==> config.mk <==
export PLATFORM = sky130hd
export DESIGN_NAME = stage_sequencer
export DESIGN_NICKNAME = d
export VERILOG_FILES = /design/src/rtl/stage_sequencer.sv
export SDC_FILE = /design/constraint.sdc
export NUM_CORES = 1
export LEC_CHECK = 0
export ABC_CLOCK_PERIOD_IN_PS = 1900
export BUFFER_PORTS_ARGS = -buffer_cell sky130_fd_sc_hd__clkbuf_2
export CORE_MARGIN = 4
export CORE_UTILIZATION = 44
export DETAILED_ROUTE_END_ITERATION = 8
export HOLD_SLACK_MARGIN = 0.05
export PLACE_DENSITY = 0.74
export SYNTH_ARGS = -nofsm -noshare
export SYNTH_HDL_FRONTEND = slang
export SYNTH_SLANG_ARGS = --single-unit
==> constraint.sdc <==
create_clock -name clk -period 1.9 [get_ports clk]
set_clock_uncertainty 0.15 [all_clocks]
set_input_delay 0.19 -clock clk [delete_from_list [all_inputs] [get_ports clk]]
set_output_delay 0.19 -clock clk [all_outputs]
set_load 0.05 [all_outputs]
==> src/rtl/stage_sequencer.sv <==
// stage_sequencer: multicycle control unit for the ARM datapath.
// Steps each instruction through IF, RF, EX, MEM and WB with one-hot stage
// enables. Annulled instructions skip from RF straight to WB. Non-memory
// instructions skip MEM. MEM waits on the data-memory ready handshake.
// Retired (non-annulled) instructions are counted.
// Optional feature macro: STAGE_SEQ_MEM_TIMEOUT_EN adds a MEM wait timeout.
// On timeout the instruction is aborted and a sticky mem_fault flag is set.
// Reset (nreset) is synchronous and active-high, despite its name.
module stage_sequencer #(
    parameter int CNT_W       = 16,
    parameter int MEM_TIMEOUT = 15
) (
    input  logic             clk,
    input  logic             nreset,
    input  logic             cond_pass,
    input  logic             is_branch,
    input  logic             is_mem,
    input  logic             is_load,
    input  logic             writes_rd,
    input  logic             mem_ready,
    input  logic             halt_req,
    output logic             fetch_go,
    output logic             regfetch_go,
    output logic             execute_go,
    output logic             mem_go,
    output logic             wb_go,
    output logic             mem_enable,
    output logic             mem_read_not_write,
    output logic             reg_write,
    output logic             pc_write,
    output logic             pc_sel_branch,
    output logic [2:0]       state,
    output logic             halted,
    output logic             mem_fault,
    output logic [CNT_W-1:0] instr_count
);

    localparam logic [2:0] S_IF   = 3'd0;
    localparam logic [2:0] S_RF   = 3'd1;
    localparam logic [2:0] S_EX   = 3'd2;
    localparam logic [2:0] S_MEM  = 3'd3;
    localparam logic [2:0] S_WB   = 3'd4;
    localparam logic [2:0] S_HALT = 3'd5;

    // A zero timeout would make the wait counter meaningless
    if (MEM_TIMEOUT < 1) begin : g_bad_timeout
        $error("MEM_TIMEOUT must be at least 1");
    end

    logic [2:0] state_next;
    logic       branch_q;
    logic       mem_q;
    logic       load_q;
    logic       wr_q;
    logic       annul_q;
    logic       abort_q;
    logic       timeout_hit;

`ifdef STAGE_SEQ_MEM_TIMEOUT_EN
    localparam int TO_W = (MEM_TIMEOUT < 2) ? 1 : $clog2(MEM_TIMEOUT + 1);
    localparam logic [TO_W-1:0] TO_LIMIT = TO_W'(MEM_TIMEOUT);

    logic [TO_W-1:0] wait_cnt;

    // A ready arriving in the limit cycle wins, so only a still-stalled MEM times out
    assign timeout_hit = (state == S_MEM) && !mem_ready && (wait_cnt == TO_LIMIT);

    // Wait counter sits at zero outside MEM and counts stalled MEM cycles
    always_ff @(posedge clk) begin
        if (nreset)
            wait_cnt <= '0;
        else if (state != S_MEM)
            wait_cnt <= '0;
        else if (!mem_ready && !timeout_hit)
            wait_cnt <= wait_cnt + TO_W'(1);
    end

    // Abort marks the in-flight instruction; mem_fault remembers any timeout until reset
    always_ff @(posedge clk) begin
        if (nreset) begin
            abort_q   <= 1'b0;
            mem_fault <= 1'b0;
        end else if (state == S_RF) begin
            abort_q   <= 1'b0;
        end else if (timeout_hit) begin
            abort_q   <= 1'b1;
            mem_fault <= 1'b1;
        end
    end
`else
    assign timeout_hit = 1'b0;
    assign abort_q     = 1'b0;
    assign mem_fault   = 1'b0;
`endif

    // Next-state selection; unused codes recover to IF
    always_comb begin
        state_next = S_IF;
        case (state)
            S_IF:    state_next = S_RF;
            S_RF:    state_next = cond_pass ? S_EX : S_WB;
            S_EX:    state_next = mem_q ? S_MEM : S_WB;
            S_MEM:   state_next = (mem_ready || timeout_hit) ? S_WB : S_MEM;
            S_WB:    state_next = halt_req ? S_HALT : S_IF;
            S_HALT:  state_next = S_HALT;
            default: state_next = S_IF;
        endcase
    end

    // State register
    always_ff @(posedge clk) begin
        if (nreset)
            state <= S_IF;
        else
            state <= state_next;
    end

    // Decoded instruction flags are captured once, during RF
    always_ff @(posedge clk) begin
        if (nreset) begin
            branch_q <= 1'b0;
            mem_q    <= 1'b0;
            load_q   <= 1'b0;
            wr_q     <= 1'b0;
            annul_q  <= 1'b0;
        end else if (state == S_RF) begin
            branch_q <= is_branch;
            mem_q    <= is_mem;
            load_q   <= is_load;
            wr_q     <= writes_rd;
            annul_q  <= ~cond_pass;
        end
    end

    // Retired-instruction counter; aborted instructions still retire, annulled ones do not
    always_ff @(posedge clk) begin
        if (nreset)
            instr_count <= '0;
        else if (state == S_WB && !annul_q)
            instr_count <= instr_count + CNT_W'(1);
    end

    // Strobe decode from state and latched flags only, never from mem_ready
    always_comb begin
        fetch_go           = 1'b0;
        regfetch_go        = 1'b0;
        execute_go         = 1'b0;
        mem_go             = 1'b0;
        wb_go              = 1'b0;
        mem_enable         = 1'b0;
        mem_read_not_write = 1'b0;
        reg_write          = 1'b0;
        pc_write           = 1'b0;
        pc_sel_branch      = 1'b0;
        halted             = 1'b0;
        case (state)
            S_IF:  fetch_go = 1'b1;
            S_RF:  regfetch_go = 1'b1;
            S_EX:  execute_go = 1'b1;
            S_MEM: begin
                mem_go             = 1'b1;
                mem_enable         = 1'b1;
                mem_read_not_write = load_q;
            end
            S_WB: begin
                wb_go         = 1'b1;
                pc_write      = 1'b1;
                pc_sel_branch = branch_q & ~annul_q;
                reg_write     = wr_q & ~annul_q & ~(mem_q & ~load_q) & ~abort_q;
            end
            S_HALT:  halted = 1'b1;
            default: ;
        endcase
    end

endmodule

# ---- Word level (Yosys, flattened, before mapping)
# Index checks and enable logic that the tools add are counted.
dict set report totals {
  reg_bits 24
  inputBits 9
  out_inout_bits 31
  word_cells 38
}
dict set report op_classes {
  addsub 1
  n_eq_ne 5
  muxes 14
  bitwise 8
  n_reduce_logical 3
}
# operator count
set op_table {}
lappend op_table {{one-hot mux 3 bit (6 select lines)} 1}
lappend op_table {{adder 16 x 1 -> 16 bit, second input constant} 1}
lappend op_table {{2-to-1 mux 3 bit} 4}
lappend op_table {{2-to-1 mux 1 bit} 9}
lappend op_table {{equality test 3 x 2 -> 1 bit, second input constant} 2}
lappend op_table {{equality test 3 bit, second input constant} 2}
lappend op_table {{bitwise AND 1 bit} 4}
lappend op_table {{NOT 1 bit} 4}
lappend op_table {{equality test 3 x 1 -> 1 bit, second input constant} 1}
lappend op_table {{zero test 3 bit} 1}
lappend op_table {{logical AND 1 bit} 1}
lappend op_table {{zero test 1 bit} 1}

# ---- Logic depth before layout (Yosys ltp)
# Gate-level depths: netlist of the first run.
dict set report logic_depth {
  depth_word 5
  ltp_mapped 5
  mapped_depth_nobuf 5
}

# ---- Worst setup path before layout of the first run
# No wires, ideal clock.
dict set report synth_path {
  path_kind {register -> output}
  start {reg state[2]}
  end {out wb_go}
  arrival_time_ns 2.614
  required_time_ns 1.560
  slack_ns -1.054
  path_stages_with_launch 4
  n_path_buf 2
  cell_sequence {dfxtp_1 clkbuf_1 nor3b_1 buf_4}
}
dict set report synth_via {
  elab_chain_cells 2
}
# element line_no
set synth_rtl {}
lappend synth_rtl {{start: declaration} 32} ;# output logic [2:0] state,
lappend synth_rtl {{start signal: assignment} 115} ;# state <= state_next;
lappend synth_rtl {{equality test 3 bit} n/a}
lappend synth_rtl {{2-to-1 mux 1 bit} n/a}
lappend synth_rtl {{end: declaration} 26} ;# output logic wb_go,
# Every way passes these cells.

# ---- Final worst setup path of the first run
dict set report layout_path {
  start {reg annul_q}
  end {reg instr_count[11]}
}
dict set report layout_via {
  elab_chain_cells 2
}
# element line_no
set layout_rtl {}
lappend layout_rtl {{start: declaration} 55} ;# logic annul_q;
lappend layout_rtl {{start signal: assignment} 131} ;# annul_q <= ~cond_pass;
lappend layout_rtl {{zero test 1 bit} 139} ;# else if (state == S_WB && !annul_q)
lappend layout_rtl {{logical AND 1 bit} 139}
lappend layout_rtl {{end signal: assignment} 140} ;# instr_count <= instr_count + CNT_W'(1);
lappend layout_rtl {{end: declaration} 35} ;# output logic [CNT_W-1:0] instr_count
# Every way passes these cells.
# A chain may end at the register's enable or synchronous reset.

==> results.md, run 1 <==
* Clock Sinks at 24
* Setup CP Type: register to register
* DP Area at 1530 µm²
* Htree depth at 1
* Pre-Repair DR Iteration Count at 4
* Cell Chain, Critical Path: or4b_4, buf_12, nor4_4, nand3_2, mux2_4
* Max stage delay on crit path at 0.58 ns
* PwrDens at 795 nW/µm²
* Most frequent cells in the layout: clkbuf_2, nor2_1, dfxtp_2
* Largest net degree at the start of global routing at 28
* Worst relative slew slack at 0.619
* P_leak at 0.747 nW
* CTS tree: built
* Tcrit/Tclk final at 1.01
* VDD IR-drop max at 0.000492 V
* Fin cells at 221
* Yosys warnings at 0
* Core ar. at 2570 µm²
* Status: complete, but fails checks
* Syn_nets at 151
* Gr ovfl total at 0
* Slew Viols, Final at 0
* Buffers on Ports at 38
* Beginning of the critical path: annul_q
* Residual DRC at 0
* Reg area at 504 µm²
* Area grow syn2layout at 45.4%
* DRT antenna net count at 0
* Violated checks: setup timing
* Mean number of vias per cell at 5.26
* Post-synth cell types at 39
* Inst Count DP at 208
* Post-DP HPWL at 2050 µm
* Starting Density at 0.474
* Synthesized flop and latch total at 24
* Syn avg cell area at 8.63 µm²
* Footprint of the multi-input gates at 748 µm²
* Hold slack final at 0.0641 ns
* GP Congestion at 0.786
* Slowest stage cell, crit path: or4b_4
* Buf/Inv on CP at 1
* Initial antenna violation count at 0
* PnR worst setup slack at -0.0155 ns
* ANT cells at 0
* Reg-to-reg slack, setup at -0.02 ns
* Die W at 60.6 µm
* DR WL/cell at 13.3 µm
* First-pass GRT wire length at 4820 µm
* Cell area after layout at 1770 µm²
* CTS clk-pin slew, worst paths at 0.13 ns
* Crit. End Element: register
* Req. time, crit path at 1.97 ns
* Root Buffer: clkbuf_4
* Die area at 3670 µm²
* Worst Path Arrival at 1.98 ns
* Share of layout cells above drive strength 1 at 0.476
* CP delay by family, top: simple AND/OR/NAND/NOR gates
* Die height at 60.6 µm
* Final Hold Viols at 0
* Worst slew pin tran at 0.572 ns
* Fillers at 207
* Num rows at 18
* RSZ-0062 raised after global routing: yes
* Vias at 1162
* Nets at 202
* Fmax at 522 MHz
* WL final at 2940 µm
* Max-cap violations at 0
* I/O pin count at 40
* Commonest non-fill, non-tap cell in the layout: clkbuf_2
* Num CTS Buffers at 3
* Worst-path fanout max at 6
* Sequential-to-total area share from yosys stat at 0.395
* Hold Path Class: input port to register
* Fin util at 0.690
* Gr usage total at 0.172
* Cells after Synth at 141
* CP startpoint kind: register
* Clock Path Buffers at 2
* Final setup vio count at 1
* Final critical-path required period at 1.92 ns
* Number of global-route vias before repair at 1098
* Mapped Area at 1220 µm²
* Iter 0 DRT Violations at 59
* Clock Latency Late Sink at 0.31 ns
* Hold path start: mem_ready
* Reg-to-reg critical path startpoint: annul_q
cell type report:
cell class / instances / share of cell area
Clock buffer: 3 / 0.0127
Clock inverter: 1 / 0.0170
Inverter: 4 / 0.00848
Multi-Input combinational cell: 103 / 0.423
Sequential cell: 24 / 0.285
Tap cell: 30 / 0.0212
Timing Repair Buffer: 56 / 0.233
per-stage QoR:
stage / power [mW] / setup TNS (ns) / setup WS [ns]
floorplan: 0.892 / -0.172 / -0.120
global placement: 0.975 / 0 / 0.0138
detailed placement: 0.983 / -0.0151 / -0.0151
CTS: 1.40 / 0 / 0.00252
global route: 1.48 / -0.246 / -0.0740
finish: 1.41 / -0.0155 / -0.0155
tightest hold or removal path, cell delays in order:
cell and delay, ns:
clkbuf_2 0.09, inv_1 0.04, mux2i_1 0.12, a21oi_1 0.08
Yosys cell counts:
master    number  area [µm²]
and3_1         2        12.5
o21ai_0        2        10.0
buf_4          3        22.5
o31ai_1        2        15.0
buf_2          1        5.00
and2_1         4        25.0
nand3_1        6        30.0
and4_1         1        8.76
nand4_1        3        18.8
o21bai_1       1        7.51
xnor2_1        5        43.8
o41ai_1        1        8.76
a211oi_1       1        7.51
dfxtp_1       24         480
nor3_1         3        15.0
or4_1          2        15.0
mux2_2         2        22.5
inv_1          4        15.0
mux2i_1        5        50.1
or4b_1         1        10.0
and3b_1        1        8.76
clkbuf_1       5        18.8
nor4_4         1        21.3
buf_1          1        3.75
nand3b_1       1        7.51
nor3b_2        1        12.5
nand3_2        1        10.0
conb_1         1        3.75
nor4_1         2        12.5
xor2_1         4        35.0
nor2_1        23        86.3
o21a_1         1        7.51
nor2b_1        3        18.8
mux2_4         1        15.0
ha_1           1        12.5
a21oi_1        8        40.0
nand2_1        9        33.8
nor3b_1        3        22.5
nor4b_4        1        23.8
registers in the layout (all words and copies together) (netlist names):
name and flops:
state 3, branch_q 1, annul_q 1, mem_q 1
load_q 1, instr_count 16, wr_q 1
per-layer routing:
metal	track usage	vias to the layer above	part of all wire
li1	-	580	-
met1	0.198	536	0.43
met2	0.315	41	0.49
met3	0.0319	5	0.059
met4	0.0650	0	0.016
met5	0	-	0
power by group:
group	internal, mW	switching [mW]
clock	0.213	0.152
sequential	0.536	0.0232
combinational	0.183	0.299
total	0.932	0.475
what timing repair did:
item                                   CTS  global route
hold buffers                             5             0
buffers inserted                         4             0
endpoints found under the hold margin    5             0
pin swaps                                3             4
gates resized for setup                 12            14
setup endpoints to repair                3            12
final timing paths:
check	end	cells past startpoint
min	state[0]	4
max	instr_count[11]	5
max reg2reg	instr_count[11]	5
min reg2reg	instr_count[1]	2
cell families after synthesis:
| family | Yosys count | share of synthesized area |
|---|---|---|
| flops | 24 | 0.395 |
| buf+inv | 14 | 0.0534 |
| compound gates | 16 | 0.0791 |
| xor+xnor | 9 | 0.0647 |
| other cells | 1 | 0.00308 |
| mux | 8 | 0.0719 |
| fa+ha+maj | 1 | 0.0103 |
| simple gates | 68 | 0.323 |
(Power assumes the default switching activity.)
==> run 2, diff against run 1 <==
==> config.mk (replaced) <==
export PLATFORM = sky130hd
export DESIGN_NAME = stage_sequencer
export DESIGN_NICKNAME = d
export VERILOG_FILES = /design/src/rtl/stage_sequencer.sv
export SDC_FILE = /design/constraint.sdc
export NUM_CORES = 1
export LEC_CHECK = 0
export BUFFER_PORTS_ARGS = -buffer_cell sky130_fd_sc_hd__clkbuf_2
export CORE_MARGIN = 4
export CORE_UTILIZATION = 47
export CTS_BUF_LIST = sky130_fd_sc_hd__clkbuf_4 sky130_fd_sc_hd__clkbuf_8
export DETAILED_ROUTE_END_ITERATION = 8
export HOLD_SLACK_MARGIN = 0.05
export PLACE_DENSITY = 0.78
export SYNTH_ARGS = -nofsm -noshare
export SYNTH_HDL_FRONTEND = slang
export SYNTH_SLANG_ARGS = --single-unit
==> results.md, run 2 (synthesis gave the netlist of run 1 again) <==
* Status: complete, but fails checks
* Violated checks: setup timing
* Mean number of vias per cell at 5.37
* Residual DRC at 0
* Number of global-route vias before repair at 1212
* Met2 Track Usage GR at 0.349
* Top Registers: instr_count: 16 flops, state: 3 flops
* VDD IR-drop max at 0.000575 V
* Worst setup endpoint: reg_write
* Num CTS Buffers at 3
* Clock Sinks at 24
* Fillers at 203
* Root Buffer: clkbuf_4
* Tcrit/Tclk final at 1.00
* Met3 usage at 0.0439
* First-pass GRT wire length at 5060 µm
* Gr usage total at 0.189
* DP Area at 1540 µm²
* Die height at 58.9 µm
* GP Congestion at 0.826
* Met1 Usage GRT at 0.201
* CP startpoint kind: register
* Pre-Repair DR Iteration Count at 4
* Share of layout cells above drive strength 1 at 0.461
* Setup CP Type: register to output port
* Reg-to-Reg End: instr_count[11]
* Htree depth at 1
* GR peak layer: met2
* Max-cap violations at 0
* Clock Path Buffers at 2
* CTS clk-pin slew, worst paths at 0.12 ns
* Final Hold Viols at 0
* CTS tree: built
* I/O pin count at 40
* Post-DP HPWL at 2150 µm
* WHS Path Cells at 4
* DRT antenna net count at 0
* Footprint of the multi-input gates at 733 µm²
* Worst slew pin tran at 0.553 ns
* Slowest stage cell, crit path: or4b_4
* Core ar. at 2480 µm²
* Final setup vio count at 1
* R2R cell count at 4
* ANT cells at 0
* P_leak at 0.743 nW
* Crit. End Element: output port
* Die area at 3470 µm²
* Area grow syn2layout at 41.8%
* Die W at 58.9 µm
* Max stage delay on crit path at 0.61 ns
* PnR worst setup slack at -0.00363 ns
* Nets at 204
* PwrDens at 809 nW/µm²
* Worst relative slew slack at 0.631
* Reg-to-reg slack, setup at 0.04 ns
* Slew Viols, Final at 0
* Vias at 1198
* WL final at 2930 µm
* Iter 0 DRT Violations at 42
* DR WL/cell at 13.1 µm
* Reg area at 503 µm²
* Fmax at 525 MHz
* Largest reg by FF count: instr_count
* Most frequent cells in the layout: clkbuf_2, nor2_1, buf_4
* Reg-to-reg critical path startpoint: state[1]
* Max reg flops at 16
* Hold Path Class: input port to register
* Beginning of the critical path: state[1]
* Num rows at 18
* Setup WS pre-CTS at -0.0478 ns
* RSZ-0062 raised after global routing: yes
* Final critical-path required period at 1.90 ns
* Cell Chain, Critical Path: or4b_4, nor2_4, buf_8
* Gr ovfl total at 0
* Buffers on Ports at 38
* Initial antenna violation count at 0
* Commonest non-fill, non-tap cell in the layout: clkbuf_2
* Worst-path fanout max at 7
* Req. time, crit path at 1.56 ns
* Clock Latency Late Sink at 0.32 ns
* Worst Path Arrival at 1.56 ns
* Largest net degree at the start of global routing at 28
* Cell area after layout at 1730 µm²
* Starting Density at 0.491
[run 2: cell count changes in the layout (fill, tap and decap cells not counted), sizes merged]
cell	before	now
buf	16	17
clkbuf	38	39
[run 2: worst min-delay path by stage]
stage | start | to | slack (ns)
finish | mem_ready | state[0] | 0.08
global route | mem_ready | state[0] | 0.11
CTS | mem_ready | state[0] | 0.08
detailed placement | cond_pass | annul_q | 0.28
global placement | cond_pass | annul_q | 0.27
floorplan | cond_pass | annul_q | 0.14
[run 2: final cells by class]
type                    count  share of cell area
multi-input cells         103               0.425
flip-flops and latches     24               0.291
repair buffers             58               0.223
well taps                  30              0.0217
clock inverters             1              0.0174
clock buffers               3              0.0130
inverters                   4             0.00870
[run 2: where the power goes]
part / internal, mW / leakage [nW] / total, mW / switching (mW)
Sequential: 0.535 / 0.202 / 0.553 / 0.0185
Combinational: 0.177 / 0.513 / 0.477 / 0.301
Clock: 0.213 / 0.0279 / 0.367 / 0.153
[run 2: metrics by stage]
stage / TNS (ns) / std cells / power (mW) / util / hold WS, ns
global placement: 0 / 210 / 0.981 / 0.622 / 0.275
CTS: -0.00812 / 221 / 1.38 / 0.681 / 0.0797
global route: -0.100 / 223 / 1.46 / 0.697 / 0.111
floorplan: -0.172 / 141 / 0.892 / - / 0.136
finish: -0.00363 / 223 / 1.40 / 0.697 / 0.0832
detailed placement: -0.122 / 210 / 0.996 / 0.622 / 0.277
[run 2: timing repair]
item,CTS,global route
hold endpoints to repair,6,0
setup endpoints to repair,7,7
gates resized for setup,7,11
pin swaps,3,4
setup buffers,2,2
hold buffers,5,0
[run 2: critical path, delay by kind of cell, from the launching register on]
kind / cells / cell delay (ns)
DFF: 1 / 0.36
and+or+nand+nor: 2 / 0.74
buffers and inverters: 1 / 0.15
[run 2: routing by layer]
metal	vias up	share of wire
met5	-	0
met4	0	0.030
met3	11	0.070
met2	44	0.49
met1	556	0.41
li1	587	-
==> run 3, diff against run 2 <==
--- a/config.mk
+++ b/config.mk
@@ -11,7 +11,7 @@
 export CTS_BUF_LIST = sky130_fd_sc_hd__clkbuf_4 sky130_fd_sc_hd__clkbuf_8
 export DETAILED_ROUTE_END_ITERATION = 8
 export HOLD_SLACK_MARGIN = 0.05
-export PLACE_DENSITY = 0.78
+export PLACE_DENSITY = 0.79
 export SYNTH_ARGS = -nofsm -noshare
 export SYNTH_HDL_FRONTEND = slang
 export SYNTH_SLANG_ARGS = --single-unit
==> results.md, run 3 (synthesis gave the netlist of run 1 again) <==
* Status: finished clean
* Clock Latency Late Sink at 0.32 ns
* Vias at 1166
* GP Congestion at 0.836
* First-pass GRT wire length at 4940 µm
* Pre-Repair DR Iteration Count at 4
* Gr usage total at 0.183
* Highest Signal Layer: met4
* Residual DRC at 0
* Switching Share at 0.333
* P_leak at 0.745 nW
* Root Buffer: clkbuf_4
* Area grow syn2layout at 41.5%
* Reg-to-reg slack, setup at 0.03 ns
* Iter 0 DRT Violations at 37
* Commonest non-fill, non-tap cell in the layout: clkbuf_2
* Worst setup endpoint: reg_write
* Starting Density at 0.491
* Final critical-path required period at 1.87 ns
* I/O pin count at 40
* Final Hold Viols at 0
* Req. time, crit path at 1.56 ns
* Max reg flops at 16
* DRT antenna net count at 0
* Largest reg by FF count: instr_count
* Initial antenna violation count at 0
* Fillers at 216
* Die W at 58.9 µm
* Reg-to-Reg End: instr_count[11]
* Setup WS pre-CTS at -0.0316 ns
* Clock power share at 0.259
* Footprint of the multi-input gates at 718 µm²
* Sw power at 463 µW
* ANT cells at 0
* Routed length on met2 at 1460 µm
* Num rows at 18
* Sequential power share at 0.398
* WL final at 2890 µm
* Largest net degree at the start of global routing at 28
* Clock Sinks at 24
* R2R cell count at 5
* CTS tree: built
* Die height at 58.9 µm
* VDD IR-drop max at 0.000531 V
* Die area at 3470 µm²
* Internal Power at 927 µW
* Fmax at 535 MHz
* RSZ-0062 raised after global routing: yes
* Clock Path Buffers at 2
* CP startpoint kind: register
* PnR worst setup slack at 0.0306 ns
* Worst relative slew slack at 0.656
* Worst Path Arrival at 1.53 ns
* Combinational Power Share at 0.343
* Reg area at 504 µm²
* Htree depth at 1
* Share of layout cells above drive strength 1 at 0.454
* Fin util at 0.695
* Most frequent cells in the layout: clkbuf_2, nor2_1, buf_4
* Num CTS Buffers at 3
* PwrDens at 807 nW/µm²
* Beginning of the critical path: annul_q
* Metal3 WL at 176 µm
* Nets at 205
* Core ar. at 2480 µm²
* Post-DP HPWL at 2080 µm
* Mean number of vias per cell at 5.21
* Hold slack final at 0.0856 ns
* Worst slew pin tran at 0.516 ns
* Slew Viols, Final at 0
* Wl on met1 at 1210 µm
* Max-cap violations at 0
* Crit. End Element: output port
* Setup CP Type: register to output port
* Gr ovfl total at 0
* DR WL/cell at 12.9 µm
* CTS clk-pin slew, worst paths at 0.12 ns
* Worst-path fanout max at 3
* Number of global-route vias before repair at 1124
* Hold Path Class: input port to register
* Buffers on Ports at 38
* Tcrit/Tclk final at 0.984
* Top Registers: instr_count: 16 flops, state: 3 flops
* Final setup vio count at 0
* Reg-to-reg critical path startpoint: annul_q
* Hold path start: mem_ready
[run 3: area by class of cell]
type	instances	share of cell area
Multi-Input combinational cell	103	0.417
Sequential cell	24	0.293
Timing Repair Buffer	59	0.229
Tap cell	30	0.0218
Clock inverter	1	0.0174
Clock buffer	3	0.0131
Inverter	4	0.00871
[run 3: metal layers]
metal  track usage  up-vias
met3        0.0219        5
met4        0.0712        0
met1         0.221      529
li1              -      586
met2         0.328       46
met5             0        -
[run 3: critical path, stage by stage, from the launching register on]
cell     delay [ns]
dfxtp_2        0.34
or4b_4         0.55
nor2_2         0.17
buf_8          0.16
[run 3: worst min path at each step]
| stage | end | slack [ns] | depth (start not counted) |
|---|---|---|---|
| 2_1_floorplan | annul_q | 0.14 | 1 |
| 3_3_place_gp | annul_q | 0.28 | 2 |
| 3_5_place_dp | annul_q | 0.28 | 2 |
| 4_1_cts | state[0] | 0.07 | 4 |
| 5_1_grt | state[0] | 0.1 | 4 |
| 6_report | state[0] | 0.09 | 4 |
[run 3: metrics by stage]
step / std cells / power (mW) / cell area (µm²) / setup TNS (ns)
after floorplan: 141 / 0.892 / 1280 / -0.172
after global placement: 209 / 0.975 / 1530 / 0
after detailed placement: 209 / 0.989 / 1530 / -0.0728
after CTS: 222 / 1.38 / 1690 / 0
after global routing: 224 / 1.46 / 1720 / -0.0487
final: 224 / 1.39 / 1720 / 0
[run 3: timing repair]
item                       4_1_cts  5_1_grt
hold endpoints to repair         5        0
pin swaps                        3        1
hold buffers                     5        0
resized for setup                7        8
setup buffers                    4        2
setup endpoints to repair        7        9
[run 3: power groups by stage]
| stage | Sequential (mW) | Clock, mW | Combinational, mW |
|---|---|---|---|
| floorplan | 0.624 | 0 | 0.268 |
| global placement | 0.561 | 0 | 0.414 |
| detailed placement | 0.563 | 0 | 0.426 |
| CTS | 0.552 | 0.370 | 0.458 |
| global route | 0.558 | 0.388 | 0.510 |
| finish | 0.554 | 0.360 | 0.476 |
